**src/rtl/fpu_round_pkg.sv**
```systemverilog
// Shared types and constants for the double-precision round/pack back end.
// The optional flag accumulator is enabled with the FPU_ROUND_FLAGS_ACC_EN macro in the top.
package fpu_round_pkg;

  typedef enum logic [1:0] {
    RNE = 2'b00,
    RTZ = 2'b01,
    RUP = 2'b10,
    RDN = 2'b11
  } round_mode_e;

  localparam logic [10:0] EXP_MAX    = 11'h7FF;
  localparam logic [10:0] EXP_MAXFIN = 11'h7FE;
  localparam int          FRAC_W     = 52;

  // Bit positions inside the packed {overflow, underflow, inexact} flag vector.
  localparam int FLAG_IX = 0;
  localparam int FLAG_UF = 1;
  localparam int FLAG_OV = 2;

endpackage

```
**src/rtl/fpu_round_incr.sv**
```systemverilog
// Rounding increment decision (fed from stage 1) and 53-bit significand increment
// with carry-out and denormal-promote detection (fed from stage 2).
module fpu_round_incr
  import fpu_round_pkg::*;
(
  input  logic [1:0]  i_round_mode,
  input  logic        i_sign,
  input  logic        i_lsb,
  input  logic        i_guard,
  input  logic        i_sticky,
  output logic        o_inc,
  input  logic [52:0] i_sig,
  input  logic        i_inc,
  input  logic        i_exp_zero,
  output logic [51:0] o_frac,
  output logic        o_carry,
  output logic        o_promote
);

  round_mode_e w_mode;
  logic [53:0] w_sum;

  assign w_mode = round_mode_e'(i_round_mode);

  always_comb begin
    o_inc = 1'b0;
    case (w_mode)
      RNE:     o_inc = i_guard & (i_sticky | i_lsb);
      RTZ:     o_inc = 1'b0;
      RUP:     o_inc = (i_guard | i_sticky) & ~i_sign;
      RDN:     o_inc = (i_guard | i_sticky) & i_sign;
      default: o_inc = 1'b0;
    endcase
  end

  // Carry out of the hidden bit means the significand was all ones: fraction wraps to 0.
  assign w_sum     = {1'b0, i_sig} + {53'b0, i_inc};
  assign o_frac    = w_sum[51:0];
  assign o_carry   = w_sum[53];
  assign o_promote = i_exp_zero & w_sum[52];

endmodule

```
**src/rtl/fpu_round_pack.sv**
```systemverilog
// Round/pack back end of the double multiply path: input register plus three stages.
// Optional sticky flag accumulator with flags_clr/flags_acc under FPU_ROUND_FLAGS_ACC_EN.
module fpu_round_pack
  import fpu_round_pkg::*;
#(
  parameter int EXP_W   = 12,
  parameter int MANT_W  = 56,
  parameter int LATENCY = 3
) (
  input  logic              clk,
  input  logic              rst,
  input  logic              enable,
  input  logic              in_valid,
  input  logic [1:0]        round_mode,
  input  logic              sign_in,
  input  logic [MANT_W-1:0] mantissa_in,
  input  logic [EXP_W-1:0]  exponent_in,
  input  logic              shift_inexact_in,
  output logic              out_valid,
  output logic [63:0]       result,
  output logic              out_inexact,
  output logic              out_overflow,
  output logic              out_underflow
`ifdef FPU_ROUND_FLAGS_ACC_EN
  ,
  input  logic              flags_clr,
  output logic [2:0]        flags_acc
`endif
);

  // Valid semantics: a bundle is taken on any edge with enable=1 and in_valid=1; there is
  // no backpressure. enable=0 freezes every register, outputs included, and valids travel
  // with their data. out_valid marks the cycle a result is new; result/flags hold otherwise.

  logic              r0_valid, r0_sign, r0_shx;
  logic [1:0]        r0_mode;
  logic [54:0]       r0_mant;
  logic [EXP_W-1:0]  r0_exp;

  logic              r1_valid, r1_sign, r1_zero, r1_inc, r1_inexact, r1_tiny, r1_ovf_in;
  round_mode_e       r1_mode;
  logic [52:0]       r1_sig;
  logic [EXP_W-1:0]  r1_exp;

  logic              r2_valid, r2_sign, r2_zero, r2_ovf, r2_inexact, r2_tiny;
  round_mode_e       r2_mode;
  logic [10:0]       r2_exp;
  logic [51:0]       r2_frac;

  logic              w_inc, w_carry, w_promote, w_away, w_unused;
  logic [51:0]       w_frac;
  logic [EXP_W:0]    w_exp_final;
  logic [63:0]       w_result;
  logic [2:0]        w_flags;

  assign w_unused = mantissa_in[55] ^ (LATENCY != 3);

  fpu_round_incr u_incr (
    .i_round_mode (r0_mode),
    .i_sign       (r0_sign),
    .i_lsb        (r0_mant[2]),
    .i_guard      (r0_mant[1]),
    .i_sticky     (r0_mant[0]),
    .o_inc        (w_inc),
    .i_sig        (r1_sig),
    .i_inc        (r1_inc),
    .i_exp_zero   (r1_exp == '0),
    .o_frac       (w_frac),
    .o_carry      (w_carry),
    .o_promote    (w_promote)
  );

  assign w_exp_final = w_promote ? (EXP_W+1)'(1)
                                 : {1'b0, r1_exp} + {{EXP_W{1'b0}}, w_carry};

  always_comb begin
    w_away   = (r2_mode == RNE) | ((r2_mode == RUP) & ~r2_sign) | ((r2_mode == RDN) & r2_sign);
    w_result = {r2_sign, r2_exp, r2_frac};
    w_flags  = {1'b0, r2_inexact & r2_tiny, r2_inexact};
    if (r2_zero) begin
      w_result = {r2_sign, 63'b0};
      w_flags  = 3'b000;
    end else if (r2_ovf) begin
      w_result = w_away ? {r2_sign, EXP_MAX, {FRAC_W{1'b0}}}
                        : {r2_sign, EXP_MAXFIN, {FRAC_W{1'b1}}};
      w_flags  = 3'b101;
    end
  end

  always_ff @(posedge clk) begin
    if (rst) begin
      r0_valid      <= 1'b0;
      r1_valid      <= 1'b0;
      r2_valid      <= 1'b0;
      out_valid     <= 1'b0;
      result        <= 64'b0;
      out_inexact   <= 1'b0;
      out_overflow  <= 1'b0;
      out_underflow <= 1'b0;
    end else if (enable) begin
      r0_valid <= in_valid;
      r0_mode  <= round_mode;
      r0_sign  <= sign_in;
      r0_mant  <= mantissa_in[54:0];
      r0_exp   <= exponent_in;
      r0_shx   <= shift_inexact_in;

      r1_valid   <= r0_valid;
      r1_mode    <= round_mode_e'(r0_mode);
      r1_sign    <= r0_sign;
      r1_zero    <= (r0_mant == 55'b0);
      r1_sig     <= r0_mant[54:2];
      r1_inc     <= w_inc;
      r1_exp     <= r0_exp;
      r1_inexact <= r0_mant[1] | r0_mant[0] | r0_shx;
      r1_tiny    <= (r0_exp == '0);
      r1_ovf_in  <= (r0_exp >= EXP_W'(2047));

      r2_valid   <= r1_valid;
      r2_mode    <= r1_mode;
      r2_sign    <= r1_sign;
      r2_zero    <= r1_zero;
      r2_frac    <= w_frac;
      r2_exp     <= w_exp_final[10:0];
      r2_ovf     <= r1_ovf_in | (w_exp_final >= (EXP_W+1)'(2047));
      r2_inexact <= r1_inexact;
      r2_tiny    <= r1_tiny;

      out_valid <= r2_valid;
      if (r2_valid) begin
        result        <= w_result;
        out_inexact   <= w_flags[FLAG_IX];
        out_overflow  <= w_flags[FLAG_OV];
        out_underflow <= w_flags[FLAG_UF];
      end
    end
  end

`ifdef FPU_ROUND_FLAGS_ACC_EN
  logic [2:0] r_flags_acc;
  logic [2:0] w_acc_next;

  // Clear happens first, so a result landing on the clearing edge is still recorded.
  always_comb begin
    w_acc_next = flags_clr ? 3'b000 : r_flags_acc;
    if (enable && r2_valid) w_acc_next = w_acc_next | w_flags;
  end

  always_ff @(posedge clk) begin
    if (rst) r_flags_acc <= 3'b000;
    else     r_flags_acc <= w_acc_next;
  end

  assign flags_acc = r_flags_acc;
`endif

endmodule

```
**config.mk**
```make
export PLATFORM = sky130hd
export DESIGN_NAME = fpu_round_pack
export DESIGN_NICKNAME = d
export VERILOG_FILES = /design/src/rtl/fpu_round_pkg.sv /design/src/rtl/fpu_round_incr.sv /design/src/rtl/fpu_round_pack.sv
export SDC_FILE = /design/constraint.sdc
export NUM_CORES = 1
export LEC_CHECK = 0
export BUFFER_PORTS_ARGS = -buffer_cell sky130_fd_sc_hd__buf_2
export CELL_PAD_IN_SITES_DETAIL_PLACEMENT = 1
export CELL_PAD_IN_SITES_GLOBAL_PLACEMENT = 2
export CORE_ASPECT_RATIO = 0.9
export CORE_MARGIN = 5
export CORE_UTILIZATION = 39
export CTS_CLUSTER_SIZE = 20
export DETAILED_ROUTE_END_ITERATION = 6
export MAX_ROUTING_LAYER = met4
export PLACE_DENSITY_LB_ADDON = 0.1
export SLEW_MARGIN = 20
export SYNTH_ARGS = -nofsm -noshare
export SYNTH_HDL_FRONTEND = slang
export SYNTH_SLANG_ARGS = --single-unit
```
**constraint.sdc**
```tcl
create_clock -name clk -period 13.7 [get_ports clk]
set_input_delay 1.37 -clock clk [delete_from_list [all_inputs] [get_ports clk]]
set_output_delay 1.37 -clock clk [all_outputs]
set_load 0.03 [all_outputs]
```
==> results of run 1 <==
## final timing paths
kind,endpoint,slack [ns],depth (start not counted)
setup reg to reg,r2_ovf,9.97,12
hold / removal,r2_mode[1],0.42,0
setup / recovery,r2_frac[3],9.39,5
hold reg to reg,r2_mode[1],0.42,0
## registers in the layout (all words and copies together) (netlist names), 2 cells and up
name     count
r1_exp      12
r0_mode      2
result      64
r1_mode      2
r2_mode      2
r1_sig      53
r0_exp      12
r2_frac     52
r0_mant     55
r2_exp      11
## metal layers
layer,wire length [um],track usage (%),vias up
met2,11590,25.65,143
met3,969,2.213,35
met1,10530,20.11,3213
met5,0,-,-
li1,-,-,3257
met4,476,3.638,0
## worst register-to-register path: stages, from the launching register on
cell	delay, ns
edfxtp_1	0.33
ha_1	0.22
and3_1	0.33
nand4_2	0.33
nor3_1	0.53
nand2_1	0.15
nor3_1	0.23
ha_1	0.27
nand2_1	0.13
nor4_1	0.42
mux2i_1	0.23
nand2b_1	0.10
a41o_1	0.21
## final cells by class
cell class	instances	area share [%]
Sequential cell	285	61.15
Multi-Input combinational cell	469	21.09
Clock buffer	48	7.488
Timing Repair Buffer	149	5.976
Tap cell	354	3.451
Clock inverter	8	0.4972
Inverter	12	0.3510
## cells in the final DEF (no fill, tap or decap), types with 2 or more instances in the layout
cell type and instances:
nand3b_1 2, inv_1 12, nand4_2 2, clkbuf_1 6, clkinv_2 3, nor3_1 19
a31oi_1 2, xnor2_1 38, nand3_1 22, o21ai_0 56, xor2_1 21, dfxtp_1 71
clkinv_1 3, and3_1 15, edfxtp_1 214, a41o_1 2, nor4_1 25, clkbuf_16 32
or4_4 2, ha_1 4, and2_1 3, nand4_1 25, buf_4 6, nand2b_1 3
and4_1 4, a21oi_1 72, buf_2 142, clkbuf_8 10, or3_1 2, mux2i_1 5
nand2_1 82, nor2_1 46, nand4b_1 2
## cells by family after synthesis
logic type | count (synthesis) | synth area share (%)
mux | 5 | 0.4670
buf+inv | 47 | 1.716
fa+ha+maj | 4 | 0.4670
xor+xnor | 59 | 4.822
simple gates | 266 | 12.80
compound gates | 135 | 6.503
flops | 285 | 73.23
## power by group
group          switching (mW)  internal [mW]
Combinational          0.0303         0.0164
Clock                   0.312          0.495
Sequential             0.0189          0.963
Total                   0.361           1.47
## stage by stage
step	std cells	worst slack (ns)	instance area [sq um]
global placement	1269	8.600	11800
floorplan	801	1.805	10720
finish	1325	9.392	12830
detailed placement	1269	8.482	11800
global route	1325	9.105	12830
CTS	1325	9.062	12820
==> metrics.md, run 1 <==
| Metric | Value |
|---|---|
| FF+latch area | 0.007848 sq mm |
| Setup Skew | 0.02037 ns |
| I/O pin count | 144 |
| Synth Cell Area | 0.01072 sq mm |
| Worst r2r src | r1_inc |
| Post-Syn Instances | 801 |
| CP Max Fanout | 92 |
| GRT Residual Overflow | 0 |
| Power Total | 1.836 mW |
| Final setup violation count | 0 |
| Util after Layout | 47.48% |
| Synth cell count leaders | edfxtp_1, nand2_1, a21oi_1 |
| Slowest cell delay on critical path | 0.96 ns |
| Peak VDD IR | 0.00009960 V |
| All-Layer GR Usage | 15.39% |
| DIE HEIGHT | 167.3 um |
| Number of global-route vias before repair | 7077 |
| Synth async-reset ratio | 0% |
| CP delay by family, top | buffers and inverters |
| Period utilisation layout | 31.45% |
| P_leak | 4.621 nW |
| CTS tree | done |
| Sum of negative setup slack | 0 ns |
| Final WL | 23570 um |
| Cell mode on critical path | buf_4 |
| Die Span X | 184.7 um |
| Ys Warns | 0 |
| Post-Syn Nets | 881 |
| FP Rows | 57 |
| Cell type with the largest total area after synthesis | edfxtp_1 |
| Top FF cell, synth | edfxtp_1 |
| Outcome | completed |
| CTS max path bufs | 3 |
| WP buf/inv | 4 |
| CP Launch Type | input port |
| Wire per inst | 17.78 um |
| # H-tree levels | 1 |
| EDFF count, synth | 214 |
| Cells along the critical path | buf_2 -> buf_4 -> nor2b_4 -> buf_4 -> buf_6 |
| Syn_area_per_cell | 13.38 sq um |
| Die area | 0.03090 sq mm |
| Min cycle time layout | 4.308 ns |
| Slowest CP cell | buf_4 |
| Initial DRC count | 414 |
| Max frequency | 232.1 MHz |
| Share of cells above drive strength 1 | 21.52% |
| Worst EP arrival | 4.47 ns |
| Register area share after synthesis | 73.23% |
| Fillers | 2783 |
| Setup Buffers After CTS | 0 |
| Critical path class | input port to flip-flop |
| DRT Pass-1 Iters | 4 |
| Initial Util | 39.65% |
| Synth Register Bits | 285 |
| Multi-input logic area | 0.002706 sq mm |
| Via count | 6648 |
| Pwr Density | 143.0 mW/mm^2 |
| Clock tree sinks | 285 |
| Post-CTS Resized | 0 |
| Area Growth Syn to Fin | 19.76% |
| Ant. Diodes | 0 |
| TritonCTS buffer count | 30 |
| Antenna violations before repair | 0 |
| Synth area leaders | edfxtp_1, dfxtp_1, a21oi_1, xnor2_1, nand2_1 |
| Top-count cell post-synth | edfxtp_1 |
| RSZ-0062 raised after global routing | no |
| Slew margin rel. | 27.81% |
| Worst-Skew Late Latency | 0.54 ns |
| Distinct cell type count after synthesis | 39 |
| Port Buffer Count | 142 |
| Drt via density | 5.017 |
| First-pass GRT wire length | 37640 um |
| Core area | 0.02703 sq mm |
| CP Launch Point | rst |
| Proportion of netlist area held by the largest area contributor | 59.96% |
| CP required | 13.87 ns |
| Hold_sp | r1_mode[1] |
| Total of max-cap violations | 0 |
| Worst setup EP type | flip-flop |
| Slew Limit Fails | 0 |
| Worst min-delay path class | flip-flop to flip-flop |
| Clock slew at reported path FFs | 0.06 ns |
| Antenna Nets Post-Route | 0 |
| Fin nets | 1027 |
| Clock root buffer | clkbuf_16 |
| Final hold vios | 0 |
| # hold bufs at CTS | 0 |
| GPL Wtd Cong | 0.8302 |
| Hold Slack | 0.4198 ns |
| Remaining DRCs | 0 |
| Dpl hpwl | 16500 um |
| Worst slew pin tran | 1.073 ns |
| Largest net degree at the start of global routing | 93 |
No activity file was read; power rests on OpenSTA's default activity.
==> run 2: changes to the inputs <==
- ABC_AREA: not set -> 1
- CORE_UTILIZATION: 39 -> 34
- clock period: 13.7 -> 3.58 ns (I/O delays scaled with it)
==> run 2 against run 1 <==
  * First-iteration DRC count shrank 13%
  * Sequential share of layout area decreased by 5.8 points
  * Wire length grew 25%
  * Via count grew 14%
  * Worst hold slack worse by 0.34 ns
  * Clock power rose to 4.1 times the previous value
  * Critical path depth is 14 higher
  * Combinational power grew to 5.8 times the previous value
  * Global-route usage is 0.85 points higher
  * Register-to-register slack got worse by 9.5 ns
==> metrics.md, run 2 <==
| Metric | Value |
|---|---|
| Post-Syn Instances | 962 (+20%) |
| DRT Pass-1 Iters | 5 (+1) |
| Synth Cell Area | 0.01114 sq mm (+4.0%) |
| Share of cells above drive strength 1 | 18.53% (-3.0 points) |
| Sum of negative setup slack | 0 ns (unchanged) |
| Largest net degree at the start of global routing | 72 (-23%) |
| CP Launch Type | flip-flop |
| Ant. Diodes | 0 (unchanged) |
| Die Span X | 200.8 um (+8.7%) |
| FF+latch area | 0.007848 sq mm (unchanged) |
| Die area | 0.03650 sq mm (+18%) |
| EDFF count, synth | 214 (unchanged) |
| # H-tree levels | 1 (unchanged) |
| Synth Register Bits | 285 (unchanged) |
| Worst setup EP type | flip-flop |
| Clock root buffer | clkbuf_16 |
| DIE HEIGHT | 181.8 um (+8.7%) |
| Peak VDD IR | 0.0003709 V (+270%) |
| Cell count along the critical path | 19 (+14) |
| Cell mode on critical path | nand2_1 |
| Area Growth Syn to Fin | 27.25% |
| Drt via density | 4.661 (-7.1%) |
| Pwr Density | 515.1 mW/mm^2 (+260%) |
| Slowest cell delay on critical path | 0.46 ns (-0.50 ns) |
| First-pass GRT wire length | 45620 um (+21%) |
| Via count | 7597 (+14%) |
| Port Buffer Count | 142 (unchanged) |
| Syn_area_per_cell | 11.58 sq um (-13%) |
| Wire per inst | 18.08 um (+1.7%) |
| Hold Slack | 0.08171 ns (-0.3381 ns) |
| Worst reg2reg endpoint | r2_ovf |
| Ys Warns | 0 (unchanged) |
| Worst slew pin tran | 0.7771 ns (-0.2959 ns) |
| Clock tree sinks | 285 (unchanged) |
| All-Layer GR Usage | 16.24% (+0.85 points) |
| Total of max-cap violations | 0 (unchanged) |
| Worst setup margin | 0.4441 ns (-8.948 ns) |
| GPL Wtd Cong | 0.9065 (+9.2%) |
| Multi-input logic area | 0.002975 sq mm (+9.9%) |
| Period utilisation layout | 87.59% |
| Outcome | completed |
| Post-Syn Nets | 1042 (+18%) |
| DP Worst Slack | 0.3639 ns (-8.119 ns) |
| TritonCTS buffer count | 30 (unchanged) |
| WP buf/inv | 1 (-3) |
| Distinct cell type count after synthesis | 33 (-15%) |
| Register area share after synthesis | 70.42% (-2.8 points) |
| Setup slack, reg-to-reg | 0.44 ns (-9.53 ns) |
| CP Max Fanout | 9 (-90%) |
| Final setup violation count | 0 (unchanged) |
| P_leak | 5.240 nW (+13%) |
| Cells along the critical path | nand2_2 -> nor2_1 -> nand2_1 -> nor2_2 -> nand4_1 -> nor3_1 -> nand3_1 -> nor2_1 -> ha_1 -> ha_1 -> nand2_1 -> nor2_2 -> nand4_1 -> nand2_1 -> inv_1 -> nand2_1 -> nor2_1 -> nand3_1 -> nand3_1 |
| Core area | 0.03212 sq mm (+19%) |
| Worst r2r src | r1_sig[4] |
| Synth async-reset ratio | 0% (unchanged) |
| Synth area leaders | edfxtp_1, dfxtp_1, nand2_1, a21oi_1, o21ai_0 |
| Most common cell after layout, fill and taps aside | edfxtp_1 |
| Post-CTS Resized | 0 (unchanged) |
| I/O pin count | 144 (unchanged) |
| Area after DPL | 0.01241 sq mm (+5.2%) |
| Number of global-route vias before repair | 7786 (+10%) |
| Worst-Skew Late Latency | 0.55 ns (about the same) |
| # hold bufs at CTS | 71 (+71) |
| Final WL | 29470 um (+25%) |
| Fillers | 3483 (+25%) |
| RSZ-0062 raised after global routing | no |
| Slowest CP cell | edfxtp_1 |
| Commonest non-fill, non-tap cells in the layout | edfxtp_1, nand2_1, buf_2 |
| Initial Util | 34.70% (-4.9 points) |
| Worst min-delay path class | input port to flip-flop |
| Largest register by flop count | result |
| Dpl hpwl | 21670 um (+31%) |
| Worst EP arrival | 3.43 ns (-1.04 ns) |
| Min cycle time layout | 3.136 ns |
| Number of flip-flops in the largest register | 64 (unchanged) |
| Setup Buffers After CTS | 0 (unchanged) |
| CP delay by family, top | simple AND/OR/NAND/NOR gates |
| Remaining DRCs | 0 (unchanged) |
| Worst setup endpoint | r2_ovf |
| Largest registers | result: 64 flops, r0_mant: 55 flops, r1_sig: 53 flops |
| Setup Skew | 0.01685 ns (-0.003515 ns) |
| Proportion of netlist area held by the largest area contributor | 57.66% (-2.3 points) |
| CTS tree | done |
| GRT Residual Overflow | 0 (unchanged) |
| CP required | 3.87 ns (-10.00 ns) |
| Antenna violations before repair | 0 (unchanged) |
| CTS max path bufs | 3 (unchanged) |
| Synth cell count leaders | edfxtp_1, nand2_1, nor2_1 |
| Slew Limit Fails | 0 (unchanged) |
| Cell type with the largest total area after synthesis | edfxtp_1 |
| Clock slew at reported path FFs | 0.06 ns (about the same) |
| Top-count cell post-synth | edfxtp_1 |
| Final hold vios | 0 (unchanged) |
| Slew margin rel. | 48.19% (+20 points) |
| Fin nets | 1270 (+24%) |
| Critical path class | flip-flop to flip-flop |
| Power Total | 7.305 mW (+300%) |
| Design Area, Final | 0.01418 sq mm (+10%) |
| CP Launch Point | r1_sig[4] |
| Worst reg-to-reg path cell count | 19 (+7) |
| Top FF cell, synth | edfxtp_1 |
| FP Rows | 62 (+8.8%) |
| Max frequency | 318.9 MHz |
| Initial DRC count | 360 (-13%) |
| Antenna Nets Post-Route | 0 (unchanged) |
[run 2: changes by cell type in the layout (fill, tap and decap cells not counted), moves of 6 or more]
cell	before	now
inv_1	12	53
nor4_1	25	18
and3_1	15	1
nor2_1	46	72
clkbuf_8	10	4
nand3_1	22	30
xnor2_1	38	22
dlygate4sd3_1	0	71
o21ai_0	56	65
nand2_1	82	206
[run 2: stage by stage]
step	cells	utilization, %
3_3_place_gp	1503	38.65
3_5_place_dp	1503	38.65
6_report	1630	44.16
4_1_cts	1630	44.16
5_1_grt	1630	44.16
2_1_floorplan	962	-
[run 2: area by class of cell]
| class | instances | share of cell area, % |
|---|---|---|
| timing repair buffer | 226 | 11.06 |
| sequential | 285 | 55.34 |
| tap | 416 | 3.670 |
| clock buffer | 41 | 6.017 |
| inverter | 56 | 1.482 |
| clock inverter | 15 | 1.447 |
| multi-input combinational | 591 | 20.98 |
[run 2: cells by family after synthesis]
group / share of synthesized area, %
flops: 70.42
xor+xnor: 3.772
simple gates: 15.97
compound gates: 6.422
buf+inv: 2.975
fa+ha+maj: 0.4491
[run 2: worst min-delay path by stage]
| stage | from | end | slack, ns | cells after the start |
|---|---|---|---|---|
| after detailed placement | r1_inexact | r2_inexact | 0.41 | 0 |
| after CTS | in_valid | r0_valid | 0.05 | 3 |
| after global placement | r1_mode[1] | r2_mode[1] | 0.40 | 0 |
| after floorplan | r1_inexact | r2_inexact | 0.40 | 0 |
| after global routing | in_valid | r0_valid | 0.08 | 3 |
| final | in_valid | r0_valid | 0.08 | 3 |
[run 2: worst min-delay path, stage by stage]
cell,delay (ns)
buf_2,0.10
nand2_1,0.06
a21oi_1,0.06
[run 2: power breakdown]
part | internal, mW | switching (mW)
Clock | 2.02 | 1.26
Combinational | 0.123 | 0.150
Sequential | 3.68 | 0.0739
Total | 5.83 | 1.48
[run 2: layer usage]
layer / part of all wire (%) / up-vias / global-route usage [%]
li1: - / 3823 / -
met1: 52 / 3599 / 24.22
met2: 42 / 139 / 23.87
met3: 4.0 / 36 / 2.355
met4: 1.6 / 0 / 3.083
met5: 0 / - / -
